**src/rtl/id_pkg.sv**
```systemverilog
// Shared decode constants, control bundle type and condition evaluation
// for the ARM32 instruction-decode stage.
package id_pkg;

  // Instruction class, instr[27:26]
  localparam logic [1:0] MODE_ALU = 2'b00;
  localparam logic [1:0] MODE_MEM = 2'b01;
  localparam logic [1:0] MODE_BR  = 2'b10;
  localparam logic [1:0] MODE_NOP = 2'b11;

  // Data-processing opcodes, instr[24:21]
  localparam logic [3:0] OP_AND = 4'b0000;
  localparam logic [3:0] OP_EOR = 4'b0001;
  localparam logic [3:0] OP_SUB = 4'b0010;
  localparam logic [3:0] OP_ADD = 4'b0100;
  localparam logic [3:0] OP_ADC = 4'b0101;
  localparam logic [3:0] OP_SBC = 4'b0110;
  localparam logic [3:0] OP_TST = 4'b1000;
  localparam logic [3:0] OP_CMP = 4'b1010;
  localparam logic [3:0] OP_ORR = 4'b1100;
  localparam logic [3:0] OP_MOV = 4'b1101;
  localparam logic [3:0] OP_MVN = 4'b1111;

  // ALU commands understood by EXE
  localparam logic [3:0] CMD_MOV = 4'b0001;
  localparam logic [3:0] CMD_ADD = 4'b0010;
  localparam logic [3:0] CMD_ADC = 4'b0011;
  localparam logic [3:0] CMD_SUB = 4'b0100;
  localparam logic [3:0] CMD_SBC = 4'b0101;
  localparam logic [3:0] CMD_AND = 4'b0110;
  localparam logic [3:0] CMD_ORR = 4'b0111;
  localparam logic [3:0] CMD_EOR = 4'b1000;
  localparam logic [3:0] CMD_MVN = 4'b1001;

  // Condition codes, instr[31:28]
  localparam logic [3:0] COND_EQ = 4'b0000;
  localparam logic [3:0] COND_NE = 4'b0001;
  localparam logic [3:0] COND_CS = 4'b0010;
  localparam logic [3:0] COND_CC = 4'b0011;
  localparam logic [3:0] COND_MI = 4'b0100;
  localparam logic [3:0] COND_PL = 4'b0101;
  localparam logic [3:0] COND_VS = 4'b0110;
  localparam logic [3:0] COND_VC = 4'b0111;
  localparam logic [3:0] COND_HI = 4'b1000;
  localparam logic [3:0] COND_LS = 4'b1001;
  localparam logic [3:0] COND_GE = 4'b1010;
  localparam logic [3:0] COND_LT = 4'b1011;
  localparam logic [3:0] COND_GT = 4'b1100;
  localparam logic [3:0] COND_LE = 4'b1101;
  localparam logic [3:0] COND_AL = 4'b1110;

  typedef struct packed {
    logic       wb;
    logic       memR;
    logic       memW;
    logic       s;
    logic       b;
    logic [3:0] exeCmd;
  } ctrl_t;

  // Evaluate an ARM condition against {N,Z,C,V}; 1111 never passes.
  function automatic logic condPass(input logic [3:0] cond, input logic [3:0] sr);
    logic n, z, c, v;
    {n, z, c, v} = sr;
    case (cond)
      COND_EQ: condPass = z;
      COND_NE: condPass = ~z;
      COND_CS: condPass = c;
      COND_CC: condPass = ~c;
      COND_MI: condPass = n;
      COND_PL: condPass = ~n;
      COND_VS: condPass = v;
      COND_VC: condPass = ~v;
      COND_HI: condPass = c & ~z;
      COND_LS: condPass = ~c | z;
      COND_GE: condPass = (n == v);
      COND_LT: condPass = (n != v);
      COND_GT: condPass = ~z & (n == v);
      COND_LE: condPass = z | (n != v);
      COND_AL: condPass = 1'b1;
      default: condPass = 1'b0;
    endcase
  endfunction

endpackage

```
**src/rtl/id_regfile.sv**
```systemverilog
// Register file: two combinational read ports, one write port, and a
// write-through path so a same-cycle WB write is visible to the reader.
module id_regfile
  import id_pkg::*;
#(
  parameter  int DATA_W = 32,
  parameter  int NREGS  = 16,
  localparam int RA_W   = $clog2(NREGS)
) (
  input  logic              clk,
  input  logic              rst,
  input  logic [RA_W-1:0]   rdAddrA,
  input  logic [RA_W-1:0]   rdAddrB,
  output logic [DATA_W-1:0] rdDataA,
  output logic [DATA_W-1:0] rdDataB,
  input  logic              wrEn,
  input  logic [RA_W-1:0]   wrAddr,
  input  logic [DATA_W-1:0] wrData
);

  logic [DATA_W-1:0] regs [NREGS];

  // Storage: cleared by reset, written at the clock edge by WB
  always_ff @(posedge clk or negedge rst) begin
    if (!rst) begin
      for (int i = 0; i < NREGS; i++) regs[i] <= '0;
    end else if (wrEn) begin
      regs[wrAddr] <= wrData;
    end
  end

  assign rdDataA = (wrEn && (wrAddr == rdAddrA)) ? wrData : regs[rdAddrA];
  assign rdDataB = (wrEn && (wrAddr == rdAddrB)) ? wrData : regs[rdAddrB];

endmodule

```
**src/rtl/id_stage_v2.sv**
```systemverilog
// ARM32 decode stage: control decode, condition check, RAW hazard
// detection, register read and the ID/EXE pipeline register.
module id_stage_v2
  import id_pkg::*;
#(
  parameter  int DATA_W = 32,
  parameter  int NREGS  = 16,
  parameter  int FWD_EN = 0,
  localparam int RA_W   = $clog2(NREGS)
) (
  input  logic              clk,
  input  logic              rst,
  input  logic              in_valid,
  input  logic [31:0]       instr,
  input  logic [DATA_W-1:0] pc_in,
  input  logic [3:0]        sr_in,
  input  logic              wb_en,
  input  logic [RA_W-1:0]   wb_dst,
  input  logic [DATA_W-1:0] wb_val,
  input  logic              exe_wb_en,
  input  logic              exe_mem_r,
  input  logic [RA_W-1:0]   exe_dst,
  input  logic              mem_wb_en,
  input  logic [RA_W-1:0]   mem_dst,
  input  logic              flush,
  output logic              stall_out,
  output logic              out_valid,
  output logic              wb_en_o,
  output logic              mem_r_o,
  output logic              mem_w_o,
  output logic              s_o,
  output logic              b_o,
  output logic [3:0]        exe_cmd_o,
  output logic [DATA_W-1:0] pc_o,
  output logic [DATA_W-1:0] rn_val_o,
  output logic [DATA_W-1:0] rm_val_o,
  output logic              imm_o,
  output logic [11:0]       sh_opr_o,
  output logic [23:0]       simm24_o,
  output logic [RA_W-1:0]   dest_o,
  output logic [RA_W-1:0]   src1_o,
  output logic [RA_W-1:0]   src2_o,
  output logic [3:0]        sr_o
);

  logic [1:0]        mode;
  logic [3:0]        opcode;
  logic              immBit;
  logic              sBit;
  logic [RA_W-1:0]   rnAddr;
  logic [RA_W-1:0]   rdAddr;
  logic [RA_W-1:0]   rmAddr;
  logic [RA_W-1:0]   src2Addr;
  ctrl_t             ctrl;
  logic              usesRn;
  logic              twoSrc;
  logic              condOk;
  logic              hazard;
  logic              hazExe;
  logic              hazMem;
  logic              bubble;
  logic [DATA_W-1:0] rnVal;
  logic [DATA_W-1:0] rmVal;

  assign mode     = instr[27:26];
  assign immBit   = instr[25];
  assign opcode   = instr[24:21];
  assign sBit     = instr[20];
  assign rnAddr   = RA_W'(instr[19:16]);
  assign rdAddr   = RA_W'(instr[15:12]);
  assign rmAddr   = RA_W'(instr[3:0]);
  assign src2Addr = ctrl.memW ? rdAddr : rmAddr;
  assign twoSrc   = ~immBit | ctrl.memW;
  assign condOk   = condPass(instr[31:28], sr_in);

  // Control decode and Rn usage from mode/opcode
  always_comb begin
    ctrl   = '0;
    usesRn = 1'b1;
    case (mode)
      MODE_ALU: begin
        ctrl.wb = 1'b1;
        ctrl.s  = sBit;
        case (opcode)
          OP_MOV: begin ctrl.exeCmd = CMD_MOV; usesRn = 1'b0; end
          OP_MVN: begin ctrl.exeCmd = CMD_MVN; usesRn = 1'b0; end
          OP_ADD: ctrl.exeCmd = CMD_ADD;
          OP_ADC: ctrl.exeCmd = CMD_ADC;
          OP_SUB: ctrl.exeCmd = CMD_SUB;
          OP_SBC: ctrl.exeCmd = CMD_SBC;
          OP_AND: ctrl.exeCmd = CMD_AND;
          OP_ORR: ctrl.exeCmd = CMD_ORR;
          OP_EOR: ctrl.exeCmd = CMD_EOR;
          OP_CMP: begin ctrl.exeCmd = CMD_SUB; ctrl.wb = 1'b0; end
          OP_TST: begin ctrl.exeCmd = CMD_AND; ctrl.wb = 1'b0; end
          default: ctrl = '0;
        endcase
      end
      MODE_MEM: begin
        ctrl.exeCmd = CMD_ADD;
        ctrl.wb     = sBit;
        ctrl.memR   = sBit;
        ctrl.memW   = ~sBit;
      end
      MODE_BR: begin
        ctrl.b = 1'b1;
        usesRn = 1'b0;
      end
      default: usesRn = 1'b0;
    endcase
  end

  // RAW hazard against EXE and MEM destinations
  always_comb begin
    hazExe = exe_wb_en & ((usesRn & (rnAddr == exe_dst)) | (twoSrc & (src2Addr == exe_dst)));
    hazMem = mem_wb_en & ((usesRn & (rnAddr == mem_dst)) | (twoSrc & (src2Addr == mem_dst)));
    if (FWD_EN != 0) hazard = in_valid & hazExe & exe_mem_r;
    else             hazard = in_valid & (hazExe | hazMem);
  end

  assign stall_out = hazard & ~flush;
  assign bubble    = hazard | ~in_valid | ~condOk;

  id_regfile #(.DATA_W(DATA_W), .NREGS(NREGS)) uRegfile (
    .clk    (clk),
    .rst    (rst),
    .rdAddrA(rnAddr),
    .rdAddrB(src2Addr),
    .rdDataA(rnVal),
    .rdDataB(rmVal),
    .wrEn   (wb_en),
    .wrAddr (wb_dst),
    .wrData (wb_val)
  );

  // ID/EXE register: data always captured, controls cleared on flush/bubble
  always_ff @(posedge clk or negedge rst) begin
    if (!rst) begin
      out_valid <= 1'b0;
      wb_en_o   <= 1'b0;
      mem_r_o   <= 1'b0;
      mem_w_o   <= 1'b0;
      s_o       <= 1'b0;
      b_o       <= 1'b0;
      exe_cmd_o <= '0;
      pc_o      <= '0;
      rn_val_o  <= '0;
      rm_val_o  <= '0;
      imm_o     <= 1'b0;
      sh_opr_o  <= '0;
      simm24_o  <= '0;
      dest_o    <= '0;
      src1_o    <= '0;
      src2_o    <= '0;
      sr_o      <= '0;
    end else begin
      pc_o     <= pc_in;
      rn_val_o <= rnVal;
      rm_val_o <= rmVal;
      imm_o    <= immBit;
      sh_opr_o <= instr[11:0];
      simm24_o <= instr[23:0];
      dest_o   <= rdAddr;
      src1_o   <= rnAddr;
      src2_o   <= src2Addr;
      sr_o     <= sr_in;
      if (flush || bubble) begin
        out_valid <= 1'b0;
        wb_en_o   <= 1'b0;
        mem_r_o   <= 1'b0;
        mem_w_o   <= 1'b0;
        s_o       <= 1'b0;
        b_o       <= 1'b0;
        exe_cmd_o <= '0;
      end else begin
        out_valid <= 1'b1;
        wb_en_o   <= ctrl.wb;
        mem_r_o   <= ctrl.memR;
        mem_w_o   <= ctrl.memW;
        s_o       <= ctrl.s;
        b_o       <= ctrl.b;
        exe_cmd_o <= ctrl.exeCmd;
      end
    end
  end

endmodule
```
**config.mk**
```make
export PLATFORM = sky130hd
export DESIGN_NAME = id_stage_v2
export DESIGN_NICKNAME = d
export VERILOG_FILES = /design/src/rtl/id_pkg.sv /design/src/rtl/id_regfile.sv /design/src/rtl/id_stage_v2.sv
export SDC_FILE = /design/constraint.sdc
export NUM_CORES = 1
export LEC_CHECK = 0
export CAP_MARGIN = 30
export CELL_PAD_IN_SITES_DETAIL_PLACEMENT = 1
export CELL_PAD_IN_SITES_GLOBAL_PLACEMENT = 2
export CORE_MARGIN = 5
export CORE_UTILIZATION = 36
export DETAILED_ROUTE_END_ITERATION = 7
export PLACE_DENSITY = 0.68
export SETUP_SLACK_MARGIN = 0.5
export SYNTH_ARGS = -nofsm -noshare
export SYNTH_HDL_FRONTEND = slang
export SYNTH_HIERARCHICAL = 1
export SYNTH_SLANG_ARGS = --single-unit
```
**constraint.sdc**
```tcl
create_clock -name clk -period 6.7 [get_ports clk]
set_input_delay 1.34 -clock clk [delete_from_list [all_inputs] [get_ports clk]]
set_output_delay 1.34 -clock clk [all_outputs]
set_load 0.02 [all_outputs]
```
After elaboration in Yosys (flattened, before gate mapping)
Index checks and enable logic that the tools add are counted.
- register bits after elaboration: 671
- $lt $le $gt $ge: 4
- eq/ne operators: 34
- muxes and demuxes: 29
- bitwise gates (word level): 30
- reductions and logical operators: 12
- operator list (operator ; count):
    bitwise mux 512 bit ; 1
    binary-select mux 32 bit (select 4 bit) ; 2
    2-to-1 mux 32 bit ; 7
    demux 32 bit (select 4 bit) ; 1
    == test 4 bit (second input constant) ; 12
    one-hot mux 4 bit (9 select lines) ; 1
    == test 4 x 3 -> 1 bit (second input constant) ; 7
    == test 4 bit ; 6
    greater-or-equal comparator 5 bit (second input constant) ; 3
    inverter 4 -> 5 bit ; 3
    one-hot mux 1 bit (15 select lines) ; 1
    == test 4 x 2 -> 1 bit (second input constant) ; 3
    OR reduction 11 bit ; 1
    AND 1 bit ; 10
    2-to-1 mux 1 bit ; 9
    inverter 1 bit ; 9
    OR reduction 9 bit ; 1
    == test 4 x 1 -> 1 bit (second input constant) ; 2
    zero test 4 bit ; 2
    2-to-1 mux 4 bit ; 2
    bitwise OR 1 bit ; 8
    one-hot mux 4 bit (2 select lines) ; 1
    one-hot mux 3 bit (2 select lines) ; 1
    OR reduction 2 bit ; 3
    other kinds (10) ; 13

Depth between registers and ports, before layout
Gate-level depths: netlist (run 1).
- word-level depth: 15
- gate-level depth with buffers: 11
- mapped depth without buffers: 7

Hierarchy
The synthesis (run 1) kept the hierarchy.
- modules (own cells, without submodules) (module ; times used ; cells each ; area an instance (um2) ; seq. area each (um2)):
    id_regfile ; 1 ; 1753 ; 27281.2 ; 12812.3
    id_stage_v2 ; 1 ; 284 ; 4441.8 ; 3478.3

Worst setup path after synthesis (run 1)
OpenSTA, ideal clock, no wires.
- kind: input port to output port
- from: in instr[27]
- to: out stall_out
- arrival: 3.049 ns
- data required time: 5.360 ns
- path slack: 2.311 ns
- stages on the path: 7
- cells stage by stage: or3b_1 buf_6 o21ai_1 a221oi_1 a211o_1 buf_6 and2b_1
- word-level cells in the longest chain between the ends: 10
- elaborated cells between the ends (all ways): 19
- RTL lines (item ; RTL line ; source):
    start, declared ; id_stage_v2.sv:14 ; input logic [31:0] instr,
    == test 2 x 1 -> 1 bit / zero test 2 bit (equally long branches) ; id_stage_v2.sv:80 ; case (mode)
    one-hot mux 3 bit (2 select lines) (*) ; id_stage_v2.sv:80 ;
    2-to-1 mux 4 bit (*) ; id_stage_v2.sv:72 ; assign src2Addr = ctrl.memW ? rdAddr : rmAddr;
    via src2Addr[3] ; id_stage_v2.sv:53 ; logic [RA_W-1:0] src2Addr;
    == test 4 bit (on tied branches) ; id_stage_v2.sv:115, id_stage_v2.sv:116 ;
    AND 1 bit (on tied branches) ; id_stage_v2.sv:115, id_stage_v2.sv:116 ;
    bitwise OR 1 bit (on tied branches) ; id_stage_v2.sv:115, id_stage_v2.sv:116 ;
    AND 1 bit (on tied branches) ; id_stage_v2.sv:115, id_stage_v2.sv:116 ;
    bitwise OR 1 bit (*) ; id_stage_v2.sv:118 ; else hazard = in_valid & (hazExe | hazMem);
    AND 1 bit (*) ; id_stage_v2.sv:118 ;
    AND 1 bit (*) ; id_stage_v2.sv:121 ; assign stall_out = hazard & ~flush;
    end, declared ; id_stage_v2.sv:26 ; output logic stall_out,
The timed path passes the listed nets; every way through them passes the cells marked *.

Final worst setup path (run 1)
- from: in instr[26]
- to: out stall_out
- word-level cells in the longest chain between the ends: 10
- elaborated cells between the ends (all ways): 19
- RTL lines (item ; RTL line):
    == test 2 x 1 -> 1 bit / zero test 2 bit (equally long branches) ; id_stage_v2.sv:80
    one-hot mux 3 bit (2 select lines) ; id_stage_v2.sv:80
    2-to-1 mux 4 bit ; id_stage_v2.sv:72
    == test 4 bit (on tied branches) ; id_stage_v2.sv:115, id_stage_v2.sv:116
    AND 1 bit (on tied branches) ; id_stage_v2.sv:115, id_stage_v2.sv:116
    bitwise OR 1 bit (on tied branches) ; id_stage_v2.sv:115, id_stage_v2.sv:116
    AND 1 bit (on tied branches) ; id_stage_v2.sv:115, id_stage_v2.sv:116
    bitwise OR 1 bit (*) ; id_stage_v2.sv:118
    AND 1 bit (*) ; id_stage_v2.sv:118
    AND 1 bit (*) ; id_stage_v2.sv:121
Every way passes the cells marked *; elsewhere a longest branch is shown, timed or not.

==> results of run 1 <==
-- logic make-up (layout without fill, tap and decap cells) --
logic type | Yosys count | in the layout | synth area share (%)
buffers and inverters | 214 | 481 | 3.04
muxes | 841 | 841 | 39.0
DFF | 651 | 651 | 51.4
and+or+nand+nor | 155 | 155 | 2.41
xor gates and xnor gates | 23 | 23 | 0.635
AOI/OAI and AO/OA | 153 | 153 | 3.57
other | 0 | 3 | 0
-- where the power goes --
group	total, mW	switching, mW	internal [mW]
combinational	2.83	1.14	1.69
clock	4.22	1.70	2.52
sequential	5.37	0.577	4.79
total	12.4	3.41	9.01
-- critical path, delay by kind of cell --
kind,cells,cell delay (ps)
compound gates,3,680
buf+inv,2,1210
simple gates,3,1100
-- worst min-delay path by stage --
stage / start / to
final: uRegfile/regs[235] / uRegfile/regs[235]
after global placement: uRegfile/regs[230] / uRegfile/regs[230]
after floorplan: uRegfile/regs[294] / uRegfile/regs[294]
after CTS: uRegfile/regs[355] / uRegfile/regs[355]
after detailed placement: uRegfile/regs[231] / uRegfile/regs[231]
after global routing: uRegfile/regs[231] / uRegfile/regs[231]
-- layout make-up --
class	count	share of cell area [%]
sequential	651	42.4
tap	1155	3.76
timing repair buffer	332	8.96
clock inverter	30	0.661
multi-input combinational	1172	38.1
inverter	11	0.107
clock buffer	108	6.01
antenna	3	0.0195
-- cell usage after synthesis (9+ instances only) --
master    instances  area share, %
a22oi_1         125            3.0
buf_1             9           0.11
buf_2            51           0.80
buf_4            20           0.47
clkbuf_1        120            1.4
dfrtp_1         651             51
inv_1            11           0.13
mux2_2          570             20
mux4_2          258             18
nand2_1          73           0.86
nor2_1           19           0.22
nor3_1           14           0.22
xnor2_1           9           0.25
xor2_1           14           0.39
-- routing by layer --
| layer | GRT usage [%] | up-vias | share of wire (%) |
|---|---|---|---|
| met1 | 28.9 | 10700 | 44 |
| met2 | 34.2 | 500 | 48 |
| met3 | 3.77 | 131 | 5.2 |
| met5 | 0 | - | 0 |
| li1 | - | 8227 | - |
| met4 | 5.35 | 0 | 2.0 |
-- metrics by stage --
stage / std cells / total power, mW / util (%) / setup slack, ps
global route: 3460 / 13.0 / 44.1 / 865
detailed placement: 3320 / 8.28 / 41.1 / 847
floorplan: 2037 / 7.19 / - / 2310
global placement: 3311 / 8.12 / 40.9 / 872
finish: 3462 / 12.4 / 44.1 / 1030
CTS: 3458 / 12.6 / 44.1 / 1020
-- flip-flops by register name, indices dropped and copies added, names as in the netlist --
signal         count
uRegfile/regs    512
pc_o              32
rm_val_o          32
rn_val_o          32
simm24_o          18
exe_cmd_o          4
sr_o               4
src2_o             4
dest_o             3
src1_o             3
b_o                1
imm_o              1
mem_r_o            1
mem_w_o            1
out_valid          1
s_o                1
wb_en_o            1
==> metrics.md, run 1 <==
| Metric | Value |
|---|---|
| Crit path time final | 5670 ps |
| Most used flip-flop cell after synthesis | dfrtp_1 |
| H-tree lvl count | 3 |
| Core Rows | 108 |
| Register Area | 0.0163 mm2 |
| Synth cell types | 47 |
| Final Skew | 19.8 ps |
| Pwr Density | 323 mW/mm2 |
| Launch point of the worst reg-to-reg path | uRegfile/regs[131] |
| Global-route wire length before repair | 148 mm |
| Setup-failing EPs final | 0 |
| Critical-path maximum fanout | 9 |
| Worst relative slew slack | 30.2% |
| Crit path launch type | input pin |
| CTS buffer count | 79 |
| Hold path cells | 1 |
| CP cell instances | clkdlybuf4s50_1 -> or3b_1 -> a221oi_1 -> a221oi_1 -> nor4b_1 -> a211o_1 -> and2b_1 -> clkdlybuf4s50_1 |
| R2r endpoint | rn_val_o[3] |
| Async S/R FF share, synth | 100% |
| DRT Pass-1 Iters | 5 |
| Max-cap check violation count | 0 |
| Share of cells above drive strength 1 | 45.1% |
| Worst-margin pin slew | 1020 ps |
| CTS clk-pin slew, worst paths | 50 ps |
| Antenna violations before repair | 5 |
| Residual DRC | 0 |
| VDD IR max | 0.183 mV |
| Largest net degree at the start of global routing | 167 |
| CTS Root Cell | clkbuf_16 |
| Tot GR Track Use | 20.8% |
| Drt initial violations | 1182 |
| CTS sink cnt | 651 |
| Most frequent cells in the layout | 651 x dfrtp_1, 569 x mux2_2, 275 x clkdlybuf4s50_1 |
| Final ANT Viol Nets | 0 |
| TritonCTS clock tree | done |
| Vias in the first global route | 22.1k |
| Final hold vios | 0 |
| Pleak | 15.8 nW |
| Mapped Area | 0.0317 mm2 |
| Critical Path Start | instr[26] |
| Status | finished clean |
| Post-cts sizing count | 0 |
| Final wirelength | 98.4 mm |
| Fill count | 8486 |
| Post-CTS Setup Bufs | 0 |
| Wire per inst | 28.4 um |
| Final Cycle Share | 84.6% |
| Arr. time, crit path | 4330 ps |
| Clk_lat worst skew | 610 ps |
| Starting Density | 36.4% |
| Placer congestion estimate | 0.741 |
| I/O pins | 280 |
| Crit path required time | 5360 ps |
| RSZ-0062 raised after global routing | no |
| Crit-path slowest cell | clkdlybuf4s50_1 |
| Die H | 307 um |
| Clk buf depth | 3 |
| Min Hold Slack | 521 ps |
| Largest stage delay, worst path | 620 ps |
| Final Cell Area | 0.0384 mm2 |
| Setup slack, reg-to-reg | 4910 ps |
| Worst min path class | reg -> reg |
| Core ar. | 0.0872 mm2 |
| Syn nets | 2157 |
| Avg Vias per Cell | 5.66 |
| Area grow syn2layout | 21.2% |
| Crit. End Element | output pin |
| Final count of pins violating max slew | 0 |
| Mean Syn Cell Area | 15.6 um2 |
| Most common cell after layout, fill and taps aside | dfrtp_1 |
| Dpl hpwl | 58.9 mm |
| Port bufs | 278 |
| WS Path Type | in -> out |
| Final TNS setup | 0 ps |
| Die Wd | 307 um |
| Die ar. | 0.0942 mm2 |
| Mapped Cells | 2037 |
| Multi-input logic area | 0.0146 mm2 |
| Fmax | 176 MHz |
| Cell area after placement | 0.0358 mm2 |
| #FFs+latches synth | 651 |
| Sequential area share after synthesis | 51.4% |
| Via count | 19.6k |
| Grt total ovfl | 0 |
| R2R cell count | 3 |
| Hold Buf Count CTS | 0 |
| EDFF count, synth | 0 |
| YS warnings | 6 |
| CP Capture Point | stall_out |
| Layout Nets | 2367 |
Note: power is estimated with default switching activity, not from simulation.
==> run 2, diff against run 1 <==
==> constraint.sdc (replaced) <==
create_clock -name clk -period 5.7 [get_ports clk]
set_input_delay 1.14 -clock clk [delete_from_list [all_inputs] [get_ports clk]]
set_output_delay 1.14 -clock clk [all_outputs]
set_load 0.02 [all_outputs]
==> metrics.md, run 2 (same netlist as run 1, synthesis figures left out) <==
| Metric | Value |
|---|---|
| Status | finished clean |
| CTS sink cnt | 651 (unchanged) |
| CTS Root Cell | clkbuf_16 |
| Clk_lat worst skew | 610 ps (about the same) |
| Hold Buf Count CTS | 0 (unchanged) |
| Crit path launch type | input pin |
| Int Pwr | 10.7 mW (+18%) |
| TritonCTS clock tree | done |
| Starting Density | 36.4% (unchanged) |
| Pleak | 15.8 nW (+0.35%) |
| Final Cycle Share | 88.6% |
| Combinational fraction of design power | 22.7% (about the same) |
| Layout Nets | 2375 (+0.34%) |
| Largest register FFs | 512 (unchanged) |
| Setup slack, reg-to-reg | 3930 ps (-980 ps) |
| Fill count | 8430 (-0.66%) |
| Antenna violations before repair | 4 (-1) |
| I/O pins | 280 (unchanged) |
| Global-route wire length before repair | 150 mm (+1.5%) |
| Arr. time, crit path | 3910 ps (-420 ps) |
| Vias in the first global route | 22.2k (+0.35%) |
| Cell area after placement | 0.0359 mm2 (+0.16%) |
| Seq pwr share | 43.0% (-0.2 points) |
| CTS buffer count | 78 (-1.3%) |
| Residual DRC | 0 (unchanged) |
| Pre-CTS setup slack | 491 ps (-357 ps) |
| Die ar. | 0.0942 mm2 (unchanged) |
| Overall power | 14.7 mW (+18%) |
| Min Hold Slack | 516 ps (-5.08 ps) |
| Final Cell Area | 0.0385 mm2 (+0.25%) |
| Fmax | 198 MHz |
| Launch point of the worst reg-to-reg path | uRegfile/regs[387] |
| Post-route setup slack | 649 ps (-380 ps) |
| Dpl hpwl | 59.1 mm (+0.38%) |
| Sw Pwr | 4.03 mW (+18%) |
| Worst-margin pin slew | 988 ps (-33.2 ps) |
| Biggest register | uRegfile/regs |
| DRT Pass-1 Iters | 5 (unchanged) |
| Placer congestion estimate | 0.754 (+1.7%) |
| VDD IR max | 0.187 mV (+2.0%) |
| Final core utilization | 44.2% (+0.11 points) |
| Die H | 307 um (unchanged) |
| Via count | 19.8k (+0.99%) |
| Cell count after placement | 3327 (+0.21%) |
| Area grow syn2layout | 21.5% |
| Crit path time final | 5050 ps |
| Worst min path class | reg -> reg |
| R2R cell count | 3 (unchanged) |
| Critical Path Start | instr[26] |
| Hold path cells | 1 (unchanged) |
| R2r endpoint | rn_val_o[3] |
| Clk buf depth | 3 (unchanged) |
| Port bufs | 278 (unchanged) |
| RSZ-0062 raised after global routing | no |
| Largest net degree at the start of global routing | 127 (-24%) |
| Core Rows | 108 (unchanged) |
| Tot GR Track Use | 21.1% (+0.32 points) |
| Final TNS setup | 0 ps (unchanged) |
| Die Wd | 307 um (unchanged) |
| Drt initial violations | 1269 (+7.4%) |
| Final Skew | 11.5 ps (-8.30 ps) |
| Crit path required time | 4560 ps (-800 ps) |
| Share of cells above drive strength 1 | 44.9% (-0.24 points) |
| Crit. End Element | output pin |
| Core ar. | 0.0872 mm2 (unchanged) |
| Critical-path maximum fanout | 8 (-1) |
| H-tree lvl count | 3 (unchanged) |
| CTS clk-pin slew, worst paths | 60 ps (about the same) |
| Grt total ovfl | 0 (unchanged) |
| CP Capture Point | stall_out |
| Most common cell after layout, fill and taps aside | dfrtp_1 |
| Final count of pins violating max slew | 0 (unchanged) |
| Most frequent cells in the layout | 651 x dfrtp_1, 569 x mux2_2, 275 x clkdlybuf4s50_1 |
| Setup-failing EPs final | 0 (unchanged) |
| Final wirelength | 99.6 mm (+1.1%) |
| Switching share of total power | 27.4% (-0.051 points) |
| Non-Filler Instances | 3469 (+0.20%) |
| Register Area | 0.0163 mm2 (unchanged) |
| Final hold vios | 0 (unchanged) |
| Clock share of power | 34.3% (+0.4 points) |
| Wire per inst | 28.7 um (+0.92%) |
| Worst relative slew slack | 34.1% (+4.0 points) |
| WS Path Type | in -> out |
| Multi-input logic area | 0.0147 mm2 (+0.15%) |
| Max-cap check violation count | 0 (unchanged) |
| Final ANT Viol Nets | 0 (unchanged) |
| Pwr Density | 382 mW/mm2 (+18%) |
| Avg Vias per Cell | 5.70 (+0.78%) |
## run 2: timing repair
| action | CTS | global route |
|---|---|---|
| resized for setup | 1 | 2 |
| buffers inserted | 0 | 1 |
| setup endpoints to repair | 1 | 1 |
## run 2: worst max-delay path, cell delays in order
cell	delay, ps
clkdlybuf4s50_1	520
buf_4	170
nor3b_4	320
mux2_8	420
o221ai_1	230
nor4b_2	90
a211o_1	320
and2b_1	160
clkdlybuf4s50_1	530
## run 2: metal layers
| metal | vias up | wire length (um) | global-route usage (%) |
|---|---|---|---|
| met3 | 111 | 5120 | 3.21 |
| met5 | - | 0 | 0 |
| met1 | 10900 | 44700 | 30.2 |
| met2 | 537 | 47800 | 34.4 |
| li1 | 8242 | - | - |
| met4 | 0 | 1880 | 4.80 |
## run 2: area by class of cell
cell class	instances	share of cell area, %
clock buffer	119	6.05
antenna	2	0.0130
sequential	651	42.3
tap	1155	3.75
inverter	11	0.107
timing repair buffer	341	9.12
multi-input combinational	1172	38.1
clock inverter	18	0.623
## run 2: power by group through the flow
stage / Sequential (mW) / Clock [mW] / Combinational (mW)
final: 6.33 / 5.04 / 3.34
after global routing: 6.45 / 5.38 / 3.58
after CTS: 6.32 / 5.20 / 3.38
after detailed placement: 6.39 / 0 / 3.36
after global placement: 6.27 / 0 / 3.27
after floorplan: 6.33 / 0 / 2.12
## run 2: how the worst min path moves through the flow
stage | from | to | slack (ps)
floorplan | uRegfile/regs[294] | uRegfile/regs[294] | 470
global placement | uRegfile/regs[294] | uRegfile/regs[294] | 490
detailed placement | uRegfile/regs[294] | uRegfile/regs[294] | 500
CTS | uRegfile/regs[294] | uRegfile/regs[294] | 510
global route | uRegfile/regs[230] | uRegfile/regs[230] | 530
finish | uRegfile/regs[294] | uRegfile/regs[294] | 520
